### src/rtl/msp430_seq_pkg.sv
// Shared types and constants for the MSP430 instruction sequencer: state
// encoding, MAB select codes, instruction format codes and opcode values.
package msp430_seq_pkg;

  typedef enum logic [2:0] {
    IDLE    = 3'd0,
    FETCH   = 3'd1,
    EXT_SRC = 3'd2,
    EXT_DST = 3'd3,
    RD_SRC  = 3'd4,
    RD_DST  = 3'd5,
    EXEC    = 3'd6,
    WR_DST  = 3'd7
  } seq_state_t;

  localparam logic [1:0] MAB_PC   = 2'd0;
  localparam logic [1:0] MAB_SOUT = 2'd1;
  localparam logic [1:0] MAB_CALC = 2'd2;

  localparam logic [1:0] FMT_NONE = 2'd0;
  localparam logic [1:0] FMT_I    = 2'd1;
  localparam logic [1:0] FMT_II   = 2'd2;
  localparam logic [1:0] FMT_J    = 2'd3;

  localparam logic [3:0] OP_MOV = 4'h4;
  localparam logic [3:0] OP_CMP = 4'h9;
  localparam logic [3:0] OP_BIT = 4'hB;

  // Format II keeps its source register in the low nibble, Format I in [11:8].
  function automatic logic [3:0] src_reg(input logic [15:0] instr);
    return (instr[15:14] == 2'b00) ? instr[3:0] : instr[11:8];
  endfunction

endpackage

### src/rtl/seq_mode_dec.sv
// Combinational addressing-mode decoder: from an instruction word, derives the
// format and which memory phases the sequencer has to walk through.
module seq_mode_dec
  import msp430_seq_pkg::*;
(
  input  logic [15:0] instr,
  output logic [1:0]  fmt,
  output logic        need_ext_src,
  output logic        need_rd_src,
  output logic        need_ext_dst,
  output logic        need_rd_dst,
  output logic        need_wr,
  output logic        cg,
  output logic        rw_ok,
  output logic        ainc_byte
);

  logic [3:0] op;
  logic [3:0] src;
  logic [1:0] as_mode;
  logic       ad;
  logic       has_src;
  logic       imm;
  logic       cmp_bit;

  always_comb begin
    op      = instr[15:12];
    src     = src_reg(instr);
    as_mode = instr[5:4];
    ad      = instr[7];

    fmt = FMT_NONE;
    if (instr[15:13] == 3'b001)
      fmt = FMT_J;
    else if (instr[15:12] == 4'b0001 && instr[11:10] == 2'b00)
      fmt = FMT_II;
    else if (instr[15:14] != 2'b00)
      fmt = FMT_I;

    has_src = (fmt == FMT_I) || (fmt == FMT_II);
    // R3 (any mode) and R2 in modes 1x supply constants without touching memory
    cg      = has_src && ((src == 4'd3) || (src == 4'd2 && as_mode[1]));
    imm     = (as_mode == 2'b11) && (src == 4'd0);
    cmp_bit = (op == OP_CMP) || (op == OP_BIT);

    need_ext_src = has_src && !cg && ((as_mode == 2'b01) || imm);
    need_rd_src  = has_src && !cg &&
                   ((as_mode == 2'b01) || (as_mode == 2'b10) ||
                    (as_mode == 2'b11 && src != 4'd0));
    need_ext_dst = (fmt == FMT_I) && ad;
    need_rd_dst  = need_ext_dst && (op != OP_MOV);
    need_wr      = ((fmt == FMT_I) && ad && !cmp_bit) ||
                   ((fmt == FMT_II) && (as_mode != 2'b00) && !cg);
    rw_ok        = ((fmt == FMT_I) && !ad && !cmp_bit) ||
                   ((fmt == FMT_II) && !need_wr);
    // SP always steps by a word so the stack stays aligned
    ainc_byte    = instr[6] && (src != 4'd1);
  end

endmodule

### src/rtl/instr_seq.sv
// Multi-cycle MSP430 instruction sequencer with req/rdy memory handshake.
// Optional mem_rdy timeout is enabled by defining INSTR_SEQ_TMO_EN.
module instr_seq
  import msp430_seq_pkg::*;
#(
  parameter int AINC_W  = 2,
  parameter int TMO_CYC = 15
) (
  input  logic        clk,
  input  logic        rst_n,
  input  logic [15:0] mdb_in,
  input  logic        mem_rdy,
  output logic [15:0] ir,
  output logic        mem_req,
  output logic [1:0]  mab_sel,
  output logic        pc_inc,
  output logic        ext_src_ld,
  output logic        ext_dst_ld,
  output logic        src_ld,
  output logic        dst_ld,
  output logic        ainc,
  output logic [1:0]  ainc_step,
  output logic        rw,
  output logic        mw,
  output logic        instr_done,
  output logic        tmo_err
);

  if (TMO_CYC < 1 || TMO_CYC > 15) begin : g_tmo_range
    $error("TMO_CYC must fit the 4-bit wait counter");
  end

  seq_state_t state, state_nxt;
  seq_state_t after_fetch, after_ext_src, after_rd_src, after_ext_dst;

  logic [15:0] dec_word;
  logic [1:0]  fmt;
  logic        need_ext_src, need_rd_src, need_ext_dst, need_rd_dst;
  logic        need_wr, cg, rw_ok, ainc_byte;
  logic        ir_ld;
  logic        tmo_hit;

  // The routing decision out of FETCH is made from the word being latched.
  assign dec_word = (state == FETCH) ? mdb_in : ir;

  seq_mode_dec u_dec (
    .instr        (dec_word),
    .fmt          (fmt),
    .need_ext_src (need_ext_src),
    .need_rd_src  (need_rd_src),
    .need_ext_dst (need_ext_dst),
    .need_rd_dst  (need_rd_dst),
    .need_wr      (need_wr),
    .cg           (cg),
    .rw_ok        (rw_ok),
    .ainc_byte    (ainc_byte)
  );

  always_ff @(posedge clk or negedge rst_n) begin
    if (!rst_n) begin
      state <= IDLE;
      ir    <= '0;
    end else begin
      state <= state_nxt;
      if (ir_ld) ir <= mdb_in;
    end
  end

  always_comb begin
    after_ext_dst = need_rd_dst  ? RD_DST  : EXEC;
    after_rd_src  = need_ext_dst ? EXT_DST : after_ext_dst;
    after_ext_src = need_rd_src  ? RD_SRC  : after_rd_src;
    after_fetch   = need_ext_src ? EXT_SRC : after_ext_src;
  end

  always_comb begin
    state_nxt  = state;
    ir_ld      = 1'b0;
    mem_req    = 1'b0;
    mab_sel    = MAB_PC;
    pc_inc     = 1'b0;
    ext_src_ld = 1'b0;
    ext_dst_ld = 1'b0;
    src_ld     = 1'b0;
    dst_ld     = 1'b0;
    ainc       = 1'b0;
    ainc_step  = 2'd0;
    rw         = 1'b0;
    mw         = 1'b0;
    instr_done = 1'b0;

    case (state)
      IDLE: state_nxt = FETCH;

      FETCH: begin
        mem_req = 1'b1;
        if (mem_rdy) begin
          ir_ld     = 1'b1;
          pc_inc    = 1'b1;
          state_nxt = after_fetch;
        end
      end

      EXT_SRC: begin
        mem_req = 1'b1;
        if (mem_rdy) begin
          ext_src_ld = 1'b1;
          pc_inc     = 1'b1;
          state_nxt  = after_ext_src;
        end
      end

      RD_SRC: begin
        mem_req = 1'b1;
        mab_sel = (ir[5:4] == 2'b01) ? MAB_CALC : MAB_SOUT;
        if (mem_rdy) begin
          src_ld    = 1'b1;
          ainc      = (ir[5:4] == 2'b11) && !cg;
          ainc_step = !ainc ? 2'd0 : (ainc_byte ? 2'd1 : 2'(AINC_W));
          state_nxt = after_rd_src;
        end
      end

      EXT_DST: begin
        mem_req = 1'b1;
        if (mem_rdy) begin
          ext_dst_ld = 1'b1;
          pc_inc     = 1'b1;
          state_nxt  = after_ext_dst;
        end
      end

      RD_DST: begin
        mem_req = 1'b1;
        mab_sel = MAB_CALC;
        if (mem_rdy) begin
          dst_ld    = 1'b1;
          state_nxt = EXEC;
        end
      end

      EXEC: begin
        rw = rw_ok;
        if (need_wr) begin
          state_nxt = WR_DST;
        end else begin
          instr_done = 1'b1;
          state_nxt  = FETCH;
        end
      end

      WR_DST: begin
        mem_req = 1'b1;
        mw      = 1'b1;
        mab_sel = (fmt == FMT_II && ir[5]) ? MAB_SOUT : MAB_CALC;
        if (mem_rdy) begin
          instr_done = 1'b1;
          state_nxt  = FETCH;
        end
      end

      default: state_nxt = IDLE;
    endcase

    // A stalled access is abandoned and the instruction is refetched.
    if (tmo_hit) begin
      state_nxt = FETCH;
      mab_sel   = MAB_PC;
    end
  end

`ifdef INSTR_SEQ_TMO_EN
  logic [3:0] wait_cnt;
  logic       tmo_q;

  assign tmo_hit = mem_req && !mem_rdy && (wait_cnt == 4'(TMO_CYC - 1));
  assign tmo_err = tmo_q;

  always_ff @(posedge clk or negedge rst_n) begin
    if (!rst_n) begin
      wait_cnt <= '0;
      tmo_q    <= 1'b0;
    end else begin
      if (tmo_hit) tmo_q <= 1'b1;
      if (!mem_req || mem_rdy || tmo_hit || state_nxt != state)
        wait_cnt <= '0;
      else
        wait_cnt <= wait_cnt + 4'd1;
    end
  end
`else
  assign tmo_hit = 1'b0;
  assign tmo_err = 1'b0;
`endif

endmodule

### config.mk
export PLATFORM = sky130hd
export DESIGN_NAME = instr_seq
export DESIGN_NICKNAME = d
export VERILOG_FILES = /design/src/rtl/msp430_seq_pkg.sv /design/src/rtl/seq_mode_dec.sv /design/src/rtl/instr_seq.sv
export SDC_FILE = /design/constraint.sdc
export NUM_CORES = 1
export LEC_CHECK = 0
export ABC_AREA = 1
export BUFFER_PORTS_ARGS = -buffer_cell sky130_fd_sc_hd__buf_2
export CORE_UTILIZATION = 45
export DETAILED_ROUTE_END_ITERATION = 10
export PLACE_DENSITY = 0.83
export REMOVE_ABC_BUFFERS = 1
export SLEW_MARGIN = 20
export SYNTH_ARGS = -nofsm -noshare
export SYNTH_HDL_FRONTEND = slang
export SYNTH_HIERARCHICAL = 1
export SYNTH_SLANG_ARGS = --single-unit
### constraint.sdc
create_clock -name clk -period 3.4 [get_ports clk]
set_input_delay 0.17 -clock clk [delete_from_list [all_inputs] [get_ports clk]]
set_output_delay 0.17 -clock clk [all_outputs]
set_load 0.02 [all_outputs]
* Yosys cells after proc, flatten, opt, wreduce, memory -nomap -nowiden
Index checks and enable logic that the tools add are counted.
** Word-level totals
- Flip-flop bits (word level) :: 19
- Latch bits :: 0
- RAM bits :: 0
- Bits in read-only memories :: 0
- Word-level logic and storage cells :: 109
- Memories :: 0
** Operators by class
- $add $sub $neg :: 0
- Multipliers :: 0
- Div/mod/pow operators :: 0
- $lt $le $gt $ge :: 0
- Equal/unequal tests :: 28
- Shift-type cells :: 0
- Mux-type cells :: 38
- Bitwise gates (word level) :: 0
- Reductions and logical operators :: 41
** Operator list (number)
- $mux W3 :: 10
- $pmux W3 S8 :: 1
- $logic_and A1 B1 Y1 :: 19
- $mux W2 :: 9
- $mux W16 :: 1
- $mux W1 :: 14
- $eq A3 B3 Y1 const B :: 4
- $ne A2 B2 Y1 const B :: 6
- $eq A2 B2 Y1 const B :: 4
- $eq A4 B2 Y1 const B :: 2
- $eq A4 B4 Y1 const B :: 2
- $logic_or A1 B1 Y1 :: 8
- $eq A2 B1 Y1 const B :: 3
- $eq A3 B1 Y1 const B :: 2
- $eq A3 B2 Y1 const B :: 2
- $pmux W2 S3 :: 1
- $reduce_and A6 Y1 :: 1
- $reduce_or A6 Y1 :: 1
- $eq A4 B1 Y1 const B :: 1
- $logic_not A1 Y1 :: 4
- $logic_not A2 Y1 :: 2
- $logic_not A4 Y1 :: 1
- $mux W4 :: 1
- $ne A4 B1 Y1 const B :: 1
- other kinds (6) :: 7

* Longest topological paths before layout
Gate-level depths: netlist of run 1.
- Depth in word-level cells :: 16
- Gate-level depth with buffers :: 20
- Depth with buffers taken out :: 19

* Hierarchy
Netlist of run 1, hierarchy kept.
** Modules (own cells, without submodules)
- instr_seq :: instances 1, cells each 199, area an instance 1278.7 um2
- seq_mode_dec :: instances 1, cells each 54, area an instance 279.0 um2

* Worst setup path before layout of run 1
No wires, ideal clock.
- Kind :: flip-flop to flip-flop
- Start :: reg state[1]
- End :: reg state[1]
- Setup time :: 117 ps
- Arrival :: 2411 ps
- Data required time :: 3283 ps
- Setup slack :: 873 ps
- Cell stages (with the launch flop) :: 20
- Buffers on the path :: 2
- Cell sequence :: dfrtp_1 > buf_4 > nor2_1 > nand2_2 > buf_6 > o21ai_0 > inv_1 > nand2_2 > nand2_1 > and2_4 > nand3_1 > nand2_1 > a21oi_1 > inv_1 > nand2_1 > nand2_1 > a21oi_1 > nand2_1 > nand2_1 > nand2_1
** Between the ends
- Cells in the longest elaborated chain, start to end :: 16
** Ends and longest elaborated chain
- start, declared :: line instr_seq.sv:33 : seq_state_t state, state_nxt;
- start signal, assigned :: line instr_seq.sv:64 : state <= state_nxt;
- $eq A3 B1 Y1 (*) :: line instr_seq.sv:44 : assign dec_word = (state == FETCH) ? mdb_in : ir;
- $mux W16 (*) :: line instr_seq.sv:44
- named net dec_word[14] :: line instr_seq.sv:36 : logic [15:0] dec_word;
- $eq A4 B1 Y1 / $reduce_bool A2 Y1 (equally long branches) :: line seq_mode_dec.sv:35, seq_mode_dec.sv:37
- $logic_and A1 B1 Y1 / $mux W1 (equally long branches) :: line seq_mode_dec.sv:35, seq_mode_dec.sv:37
- $mux W2 :: line seq_mode_dec.sv:35 : else if (instr[15:12] == 4'b0001 && instr[11:10] == 2'b00)
- $mux W2 :: line seq_mode_dec.sv:33 : if (instr[15:13] == 3'b001)
- $eq A2 B1 Y1 / $eq A2 B2 Y1 (equally long branches) :: line seq_mode_dec.sv:40 : has_src = (fmt == FMT_I) || (fmt == FMT_II);
- [2 not listed]
- $logic_not A1 Y1 :: line seq_mode_dec.sv:47 : need_rd_src = has_src && !cg &&
- $logic_and A1 B1 Y1 :: line seq_mode_dec.sv:47
- $logic_and A1 B1 Y1 (*) :: line seq_mode_dec.sv:47
- named net need_rd_src :: line instr_seq.sv:38 : logic need_ext_src, need_rd_src, need_ext_dst, need_rd_dst;
- $mux W3 (*) :: line instr_seq.sv:72 : after_ext_src = need_rd_src ? RD_SRC : after_rd_src;
- $mux W3 :: line instr_seq.sv:73 : after_fetch = need_ext_src ? EXT_SRC : after_ext_src;
- $mux W3 :: line instr_seq.sv:97 : if (mem_rdy) begin
- $pmux W3 S8 (*) :: line instr_seq.sv:92 : case (state)
Mark *: on every way through the listed nets, which the timed path passes. The rest lies on a longest branch. The select of a mux whose other input is x is not followed.
A chain may end at the register's enable or synchronous reset.

* Final worst setup path of run 1
- Start :: reg state[2]
- End :: out ainc_step[0]
** Between the ends
- Cells in the longest elaborated chain, start to end :: 14
** Ends and longest elaborated chain
- $eq A3 B1 Y1 (*) :: line instr_seq.sv:44
- $mux W16 (*) :: line instr_seq.sv:44
- named net dec_word[14] :: line instr_seq.sv:36
- $eq A4 B1 Y1 / $reduce_bool A2 Y1 (equally long branches) :: line seq_mode_dec.sv:35, seq_mode_dec.sv:37
- $logic_and A1 B1 Y1 / $mux W1 (equally long branches) :: line seq_mode_dec.sv:35, seq_mode_dec.sv:37
- $mux W2 :: line seq_mode_dec.sv:35
- $mux W2 :: line seq_mode_dec.sv:33
- $eq A2 B1 Y1 / $eq A2 B2 Y1 (equally long branches) :: line seq_mode_dec.sv:40
- $logic_or A1 B1 Y1 :: line seq_mode_dec.sv:40
- $logic_and A1 B1 Y1 (*) :: line seq_mode_dec.sv:42 : cg = has_src && ((src == 4'd3) || (src == 4'd2 && as_mode[1]));
- named net cg :: line instr_seq.sv:39 : logic need_wr, cg, rw_ok, ainc_byte;
- $logic_not A1 Y1 (*) :: line instr_seq.sv:118 : ainc = (ir[5:4] == 2'b11) && !cg;
- $logic_and A1 B1 Y1 (*) :: line instr_seq.sv:118
- $mux W2 (*) :: line instr_seq.sv:119 : ainc_step = !ainc ? 2'd0 : (ainc_byte ? 2'd1 : 2'(AINC_W));
- $mux W2 (*) :: line instr_seq.sv:116 : if (mem_rdy) begin
- $mux W2 (*) :: line instr_seq.sv:92
- end, declared :: line instr_seq.sv:22 : output logic [1:0] ainc_step,
Mark *: on every way through the listed nets, which the timed path passes. The rest lies on a longest branch.

==> impl_metrics.yaml, run 1 <==
clock_tree:
  root_buffer: "clkbuf_4"
  numCtsBuffers: 3
  cts_tree: "yes"
  path_clk_slew_ns: 0.13
  cts_resized: 0
  cts_max_path_buffers: 2
  cts.htree.levels: 1
  cts_sinks: 19
  insertion_delay_ns: 0.31
pwr:
  leakagePower_uw: 0.00108
  p_sw_uw: 1110
  p_int_uw: 841
  swShare: 0.568
  power_frac_seq: 0.229
  pwr-share-clk: 0.063
  p_comb_frac: 0.707
  ir_worst_vdd_uv: 451
  power_uw: 1950
  p_per_area_nw_per_um2: 1050
drt:
  drt_iter0_drc: 74
  first_pass_iters: 4
  via_per_inst: 4.74
  vias: 1622
  routed_wl_um: 3400
  detail_route.wl_per_cell_um: 9.94
  final_antenna_net_count: 0
  drc: 0
sta:
  hold_viol_final: 0
  setup_viol: 0
  period_share: 0.898
  drv_slew: 0
  slew_headroom: 0.602
  fin_crit_ns: 3.05
  finalClockSkew_ns: 0.0116
  layout_setup_ws_ns: 0.347
  timing.setup.tns_ns: 0
  tightest_slew_ns: 0.595
  rsz0062_at_grt: "false"
  fmax_mhz: 328
critical_path:
  crit_chain: "inv_1 > nand2_2 > o21ai_0 > inv_1 > nand2_2 > nand2_1 > nand2_2 > nand3_2 > a21oi_1 > nor3_1 > nand2_1 > nor2_1 > buf_2"
  r2r-start: "state[2]"
  rrSetupSlack_ns: 0.51
  crit_slowest_cell: "dfrtp_1"
  crit_top_cell: "nand2_2"
  crit_path_max_incr_delay_ns: 0.54
  cp-endpoint: "ainc_step[0]"
  startpoint: "state[2]"
  crit_path_start_kind: "flip-flop"
  reg2reg_to: "state[1]"
  reg2reg_depth: 17
  cp.required_ns: 3.23
  critPathKind: "flip-flop to primary output"
  end_kind: "primary output"
  worstPathMaxFanout: 17
  arrival_ns: 2.88
synth:
  synth_most_common_cell: "nand2_1"
  netlist_top_cells_count: "82 x nand2_1, 41 x inv_1, 22 x nor2_1"
  syn_area_um2: 1560
  syn-instance-count: 253
  ys_ff_latch: 19
  avgSynthCellArea_um2: 6.16
  yosysWarnings: 6
  async_flop_share: 1.00
  synth_edf_count: 0
  yosysTopAreaCellShare: 0.305
  yosysTopAreaCell: "dfrtp_1"
  synth_area_leaders: "dfrtp_1 31%, nand2_1 20%, inv_1 9.9%"
  synth.distinct_cells: 26
  ys_seq_area_frac: 0.305
  synth_ff_type: "dfrtp_1"
grt:
  grt_pass1_wl_um: 5570
  overflow: 0
  grtUsageTotal: 0.200
  grt_pass1_vias: 1362
  grt_max_degree: 33
  antenna_found_initial: 0
place:
  gp_congestion: 0.863
  dp_slack_ns: 0.540
  place_hpwl_um: 2640
  port_buffers: 48
floorplanning:
  coreArea_um2: 3180
  fp-row-count: 20
  io_pins: 50
  die_y_um: 60.8
  die_w_um: 60.8
  initial_utilization: 0.490
  dieArea_um2: 3700
cells_and_area:
  antenna_cells: 0
  multiInputGateArea_um2: 867
  drive_above_1_share: 0.242
  syn2layout_area_growth_pct: 18.6
  n_fill_cell: 333
  num-nets-final: 321
  seq_area_um2: 475
outcome:
  outcome: "complete, no violations"
run:
  drv_cap: 0
min_path:
  min_path_type: "input port to flip-flop"
==> logic make-up (layout without fill, tap and decap cells) <==
| kind of cell | Yosys count | count (layout) | synth area share |
|---|---|---|---|
| AND/OR/NAND/NOR | 132 | 132 | 0.361 |
| AO/OA/AOI/OAI | 46 | 46 | 0.168 |
| adder cells (fa/ha/maj) | 3 | 3 | 0.0241 |
| buffers and inverters | 52 | 97 | 0.140 |
| other | 1 | 1 | 0.00241 |
| flip-flops | 19 | 19 | 0.305 |
==> metal layers <==
metal  share of wire  vias up  GRT usage
met5               0        -          0
met1            0.49      683      0.267
met2            0.44       59      0.338
met3           0.066        4     0.0213
li1                -      876          -
met4          0.0097        0     0.0649
==> registers in the layout, indices dropped and copies added, names as in the netlist <==
name and cells:
ir 16, state 3
==> worst min path at each step <==
stage	start	to	slack, ns	cells past startpoint
2_1_floorplan	rst_n	ir[0]	-0.13	0
3_3_place_gp	rst_n	ir[3]	0.13	1
3_5_place_dp	rst_n	ir[11]	0.14	1
4_1_cts	mdb_in[13]	ir[13]	0.1	3
5_1_grt	mdb_in[11]	ir[11]	0.11	3
6_report	mdb_in[13]	ir[13]	0.1	3
==> power groups by stage <==
stage                     clock (µW)  sequential [µW]  combinational (µW)
after detailed placement           0              452                1370
after floorplan                    0              539                 946
after global placement             0              446                1350
after global routing             132              466                1570
after CTS                        127              447                1380
final                            123              447                1380
==> critical path: cells and delay by family, from the launching register on <==
kind | cells | cell delay (ns)
AO/OA/AOI/OAI | 2 | 0.67
AND/OR/NAND/NOR | 8 | 0.84
flip-flops | 1 | 0.54
buffers and inverters | 3 | 0.52
==> cell type report <==
cell class,instances,share of cell area
well taps,44,0.0298
repair buffers,50,0.140
flip-flops and latches,19,0.257
multi-input cells,182,0.470
clock buffers,3,0.0122
inverters,43,0.0874
clock inverters,1,0.00407
==> stage by stage <==
stage | cells | cell area (µm²) | hold WS, ns | util
6_report | 342 | 1850 | 0.0983 | 0.581
5_1_grt | 342 | 1850 | 0.106 | 0.581
4_1_cts | 342 | 1840 | 0.0960 | 0.580
3_5_place_dp | 337 | 1800 | 0.136 | 0.568
3_3_place_gp | 337 | 1800 | 0.133 | 0.568
2_1_floorplan | 244 | 1500 | -0.126 | -
==> timing repair <==
action,4_1_cts,5_1_grt
hold buffers,1,0
buffers inserted,0,0
hold endpoints to repair,19,0
==> cell usage in the layout (no fill, tap or decap), drive strengths merged <==
| cell type | synthesis | final |
|---|---|---|
| nand2 | 86 | 86 |
| buf | 9 | 49 |
| inv | 43 | 43 |
| o21ai | 38 | 38 |
| nor2 | 24 | 24 |
| dfrtp | 19 | 19 |
| nand3 | 13 | 13 |
| a21oi | 5 | 5 |
| nor3 | 4 | 4 |
| nand4 | 3 | 3 |
| clkbuf | 0 | 3 |
| ha | 3 | 3 |
| o22ai | 2 | 2 |
| conb | 1 | 1 |
| clkinvlp | 0 | 1 |
| dlygate4sd3 | 0 | 1 |
| and2 | 1 | 1 |
| o31ai | 1 | 1 |
| nor4 | 1 | 1 |
Note: power is estimated with default switching activity, not from simulation.
==> inputs of run 2 (changes only) <==
--- a/config.mk
+++ b/config.mk
@@ -7,9 +7,11 @@
 export LEC_CHECK = 0
 export ABC_AREA = 1
 export BUFFER_PORTS_ARGS = -buffer_cell sky130_fd_sc_hd__buf_2
-export CORE_UTILIZATION = 45
+export CELL_PAD_IN_SITES_DETAIL_PLACEMENT = 1
+export CELL_PAD_IN_SITES_GLOBAL_PLACEMENT = 2
+export CORE_UTILIZATION = 26
 export DETAILED_ROUTE_END_ITERATION = 10
-export PLACE_DENSITY = 0.83
+export PLACE_DENSITY = 0.91
 export REMOVE_ABC_BUFFERS = 1
 export SLEW_MARGIN = 20
 export SYNTH_ARGS = -nofsm -noshare
==> run 2 against run 1 <==
Sequential share of layout area down 0.68 points. Final cell count up 8.2%. Highest routed layer unchanged. Fmax up 1.8%. Wire length up 28%. Setup slack better by 0.054 ns. Critical path type unchanged. Die area up 70%. Largest power group unchanged. Global-route usage down 4.3 points. First-iteration DRC count down 57%.
==> impl_metrics.yaml, run 2 (same netlist as run 1, synthesis figures left out) <==
sta:
  setup_viol: 0
  tightest_slew_ns: 0.609
  drv_slew: 0
  period_share: 0.882
  rsz0062_at_grt: "false"
  slew_headroom: 0.592
  fin_crit_ns: 3.00
  hold_viol_final: 0
  layout_setup_ws_ns: 0.401
  timing.setup.tns_ns: 0
  fmax_mhz: 333
  finalClockSkew_ns: 0.00651
pwr:
  leakagePower_uw: 0.00109
  p_per_area_nw_per_um2: 1070
  ir_worst_vdd_uv: 353
critical_path:
  startpoint: "state[2]"
  arrival_ns: 2.83
  critPathKind: "flip-flop to primary output"
  reg2reg_to: "state[1]"
  crit_path_start_kind: "flip-flop"
  r2r-start: "state[2]"
  end_kind: "primary output"
  cp-endpoint: "ainc"
  rrSetupSlack_ns: 0.55
  reg2reg_depth: 15
  cp.required_ns: 3.23
  worstPathMaxFanout: 19
cells_and_area:
  multiInputGateArea_um2: 867
  antenna_cells: 0
  top_regs: "ir: 16 flops, state: 3 flops"
  drive_above_1_share: 0.238
  instances_no_fill: 370
  seq_area_um2: 475
  max_flop_register: "ir"
  syn2layout_area_growth_pct: 21.8
  n_fill_cell: 765
  layout_commonest_cell: "nand2_1"
  final_cell_mix: "81 x nand2_1, 48 x buf_2, 41 x inv_1"
  largest_reg_flops: 16
  num-nets-final: 321
min_path:
  min_path_type: "input port to flip-flop"
clock_tree:
  cts_max_path_buffers: 2
  cts.htree.levels: 1
  insertion_delay_ns: 0.26
  cts_sinks: 19
  cts_tree: "yes"
  numCtsBuffers: 3
  root_buffer: "clkbuf_8"
  cts_setup_buffers: 0
  path_clk_slew_ns: 0.08
drt:
  routed_wl_um: 4370
  detail_route.wl_per_cell_um: 11.8
  vias: 1702
  via_per_inst: 4.60
  drc: 0
  drt_iter0_drc: 32
  first_pass_iters: 4
  final_antenna_net_count: 0
place:
  dp_slack_ns: 0.471
  gp_congestion: 0.796
  place_hpwl_um: 3560
  dp_cells: 365
  port_buffers: 48
floorplanning:
  io_pins: 50
  fp-row-count: 27
  initial_utilization: 0.276
  coreArea_um2: 5640
  die_w_um: 79.4
  die_y_um: 79.4
  dieArea_um2: 6310
grt:
  met1_usage: 0.204
  grt_pass1_wl_um: 7890
  grt_pass1_vias: 1734
  antenna_found_initial: 0
  overflow: 0
  use_met2: 0.276
  grtUsageTotal: 0.157
  grt_max_degree: 33
  top_usage_layer: "met2"
  met3_usage: 0.0149
outcome:
  outcome: "complete, no violations"
run:
  drv_cap: 0
==> run 2: per-layer routing <==
layer  share of wire  up-vias
li1                -      879
met4          0.0071        0
met5               0        -
met2            0.48       33
met1            0.48      788
met3           0.033        2
==> run 2: stage by stage <==
stage,area [µm²],utilization,hold slack [ns],power [µW]
floorplan,1500,-,-0.126,1490
global placement,1840,0.326,0.151,1840
detailed placement,1840,0.326,0.161,1890
CTS,1890,0.336,0.154,2070
global route,1900,0.336,0.170,2290
finish,1900,0.336,0.161,2030
==> run 2: worst max-delay path, cell delays in order, from the launching register on <==
cell and delay (ns):
dfrtp_1 0.62, inv_1 0.19, nand2_2 0.30, nand2_1 0.08
o21ai_1 0.29, nor2_4 0.12, o21ai_0 0.23, nand3_2 0.12
a21oi_1 0.20, nor3_1 0.09, nand2_1 0.12, inv_1 0.05
buf_2 0.15
==> run 2: timing repair <==
item	4_1_cts	5_1_grt
setup endpoints to repair	0	4
hold buffers	1	0
endpoints found under the hold margin	19	0
resized for setup	0	1
==> run 2: layout make-up <==
cell class                 count  share of cell area
multi-input combinational    182               0.457
sequential                    19               0.251
timing repair buffer          50               0.136
inverter                      43              0.0851
tap                           72              0.0475
clock buffer                   4              0.0237
==> run 2: worst min-delay path by stage <==
stage | startpoint | to | slack, ns | cells after the start
after floorplan | rst_n | ir[0] | -0.13 | 0
after global placement | rst_n | state[0] | 0.15 | 1
after detailed placement | rst_n | state[0] | 0.16 | 1
after CTS | mdb_in[4] | ir[4] | 0.15 | 3
after global routing | mdb_in[0] | ir[0] | 0.17 | 3
final | mdb_in[4] | ir[4] | 0.16 | 3
==> run 2: report_power, final <==
group | switching, µW | internal, µW
Combinational | 945 | 466
Clock | 83.1 | 83.5
Sequential | 121 | 331
Total | 1150 | 881
==> inputs of run 3 (changes only) <==
--- a/config.mk
+++ b/config.mk
@@ -9,6 +9,7 @@
 export BUFFER_PORTS_ARGS = -buffer_cell sky130_fd_sc_hd__buf_2
 export CELL_PAD_IN_SITES_DETAIL_PLACEMENT = 1
 export CELL_PAD_IN_SITES_GLOBAL_PLACEMENT = 2
+export CORE_MARGIN = 8
 export CORE_UTILIZATION = 26
 export DETAILED_ROUTE_END_ITERATION = 10
 export PLACE_DENSITY = 0.91
==> run 3 against run 2 <==
Clock skew rose by 0.0022 ns. Combinational power hardly changed. Final cell count rose by 0.81%. Fmax fell by 2.2%. Die area increased by 38%. Design area rose by 0.26%. Wire length grew 8.6%. Sequential power barely moved. Flip-flop and latch count is the same. Register-to-register slack worse by 0.07 ns. Power increased by 0.82%. Critical path type unchanged. Largest power group unchanged.
==> impl_metrics.yaml, run 3 (same netlist as run 1, synthesis figures left out) <==
critical_path:
  crit_chain: "inv_1 > nand2_2 > o21ai_0 > inv_1 > nand2_2 > nand2_1 > nand2_2 > nand3_2 > a21oi_1 > nor3_1 > nand2_1 > nor2_1 > buf_2"
  worstPathMaxFanout: 16
  crit_buf_inv: 3
  end_kind: "primary output"
  crit_top_cell: "nand2_2"
  critPathKind: "flip-flop to primary output"
  arrival_ns: 2.90
  crit_family: "simple AND/OR/NAND/NOR gates"
  cp.required_ns: 3.23
  crit_slowest_cell: "dfrtp_1"
  crit_path_max_incr_delay_ns: 0.55
  crit_path_start_kind: "flip-flop"
cells_and_area:
  num-nets-final: 321
  max_flop_register: "ir"
  drive_above_1_share: 0.242
  final_cell_mix: "81 x nand2_1, 48 x buf_2, 41 x inv_1"
  multiInputGateArea_um2: 867
  syn2layout_area_growth_pct: 22.1
  seq_area_um2: 475
  antenna_cells: 0
  top_regs: "ir: 16 flops, state: 3 flops"
  layout_commonest_cell: "nand2_1"
  n_fill_cell: 806
  largest_reg_flops: 16
outcome:
  outcome: "complete, no violations"
sta:
  tightest_slew_ns: 0.606
  drv_slew: 0
  fin_crit_ns: 3.07
  layout_setup_ws_ns: 0.333
  period_share: 0.902
  setup_viol: 0
  slew_headroom: 0.595
  rsz0062_at_grt: "false"
  fmax_mhz: 326
  finalClockSkew_ns: 0.00875
  hold_viol_final: 0
  whs_ns: 0.160
  timing.setup.tns_ns: 0
drt:
  vias: 1705
  routed_wl_um: 4740
  final_antenna_net_count: 0
  drc: 0
  via_per_inst: 4.57
  first_pass_iters: 4
  detail_route.wl_per_cell_um: 12.7
  drt_iter0_drc: 72
grt:
  grt_pass1_vias: 1782
  overflow: 0
  grt_pass1_wl_um: 8090
  grt_max_degree: 33
  grtUsageTotal: 0.112
  antenna_found_initial: 0
floorplanning:
  dieArea_um2: 8720
  die_w_um: 93.4
  coreArea_um2: 5850
  io_pins: 50
  fp-row-count: 28
  initial_utilization: 0.266
  die_y_um: 93.4
clock_tree:
  cts_sinks: 19
  insertion_delay_ns: 0.26
  cts_resized: 0
  numCtsBuffers: 3
  cts_hold_buf: 1
  path_clk_slew_ns: 0.08
  root_buffer: "clkbuf_8"
  cts_setup_buffers: 0
  cts_tree: "yes"
  cts_max_path_buffers: 2
  cts.htree.levels: 1
min_path:
  min_path_type: "input port to flip-flop"
place:
  gp_congestion: 0.820
  dp_slack_ns: 0.471
  place_hpwl_um: 3900
  port_buffers: 48
pwr:
  ir_worst_vdd_uv: 286
  leakagePower_uw: 0.00110
  p_per_area_nw_per_um2: 1080
run:
  drv_cap: 0
run 3: tightest hold or removal path: stages:
cell and delay (ns):
buf_2 0.09, inv_1 0.07, o21ai_2 0.06
run 3: metrics by stage:
step / cells / total power [µW] / util / instance area, µm²
finish: 373 / 2050 / 0.325 / 1900
global placement: 368 / 1850 / 0.315 / 1840
floorplan: 244 / 1490 / - / 1500
global route: 373 / 2290 / 0.325 / 1900
CTS: 373 / 2080 / 0.325 / 1900
detailed placement: 368 / 1900 / 0.315 / 1840
run 3: final timing paths:
path                           start           end  slack [ns]  depth (start not counted)
hold / removal             mdb_in[9]         ir[9]        0.16                          3
setup reg to reg            state[2]      state[1]        0.48                         17
max in group asynchronous      rst_n        ir[10]        2.66                          2
hold reg to reg                ir[9]         ir[9]        0.51                          2
setup / recovery            state[2]  ainc_step[0]        0.33                         13
min in group asynchronous      rst_n         ir[5]        0.40                          2
run 3: layer usage:
metal  routed length (µm)  share of wire  track usage  vias up
met5                    0              0            0        -
met4                   78          0.016       0.0443        0
met3                  239          0.050       0.0248        7
met2                 2100           0.44        0.179       42
met1                 2330           0.49        0.143      778
li1                     -              -            -      878
run 3: cell type report:
class	instances	share of cell area
Multi-Input combinational cell	182	0.456
Sequential cell	19	0.250
Timing Repair Buffer	50	0.136
Inverter	43	0.0849
Tap cell	75	0.0493
Clock buffer	3	0.0217
Clock inverter	1	0.00263
run 3: power by group:
| group | internal, µW | leakage, µW | total, µW | switching, µW |
|---|---|---|---|---|
| Combinational | 466 | 0.000831 | 1430 | 960 |
| Clock | 81.7 | 0.0000255 | 167 | 85.2 |
| Sequential | 331 | 0.000238 | 455 | 124 |
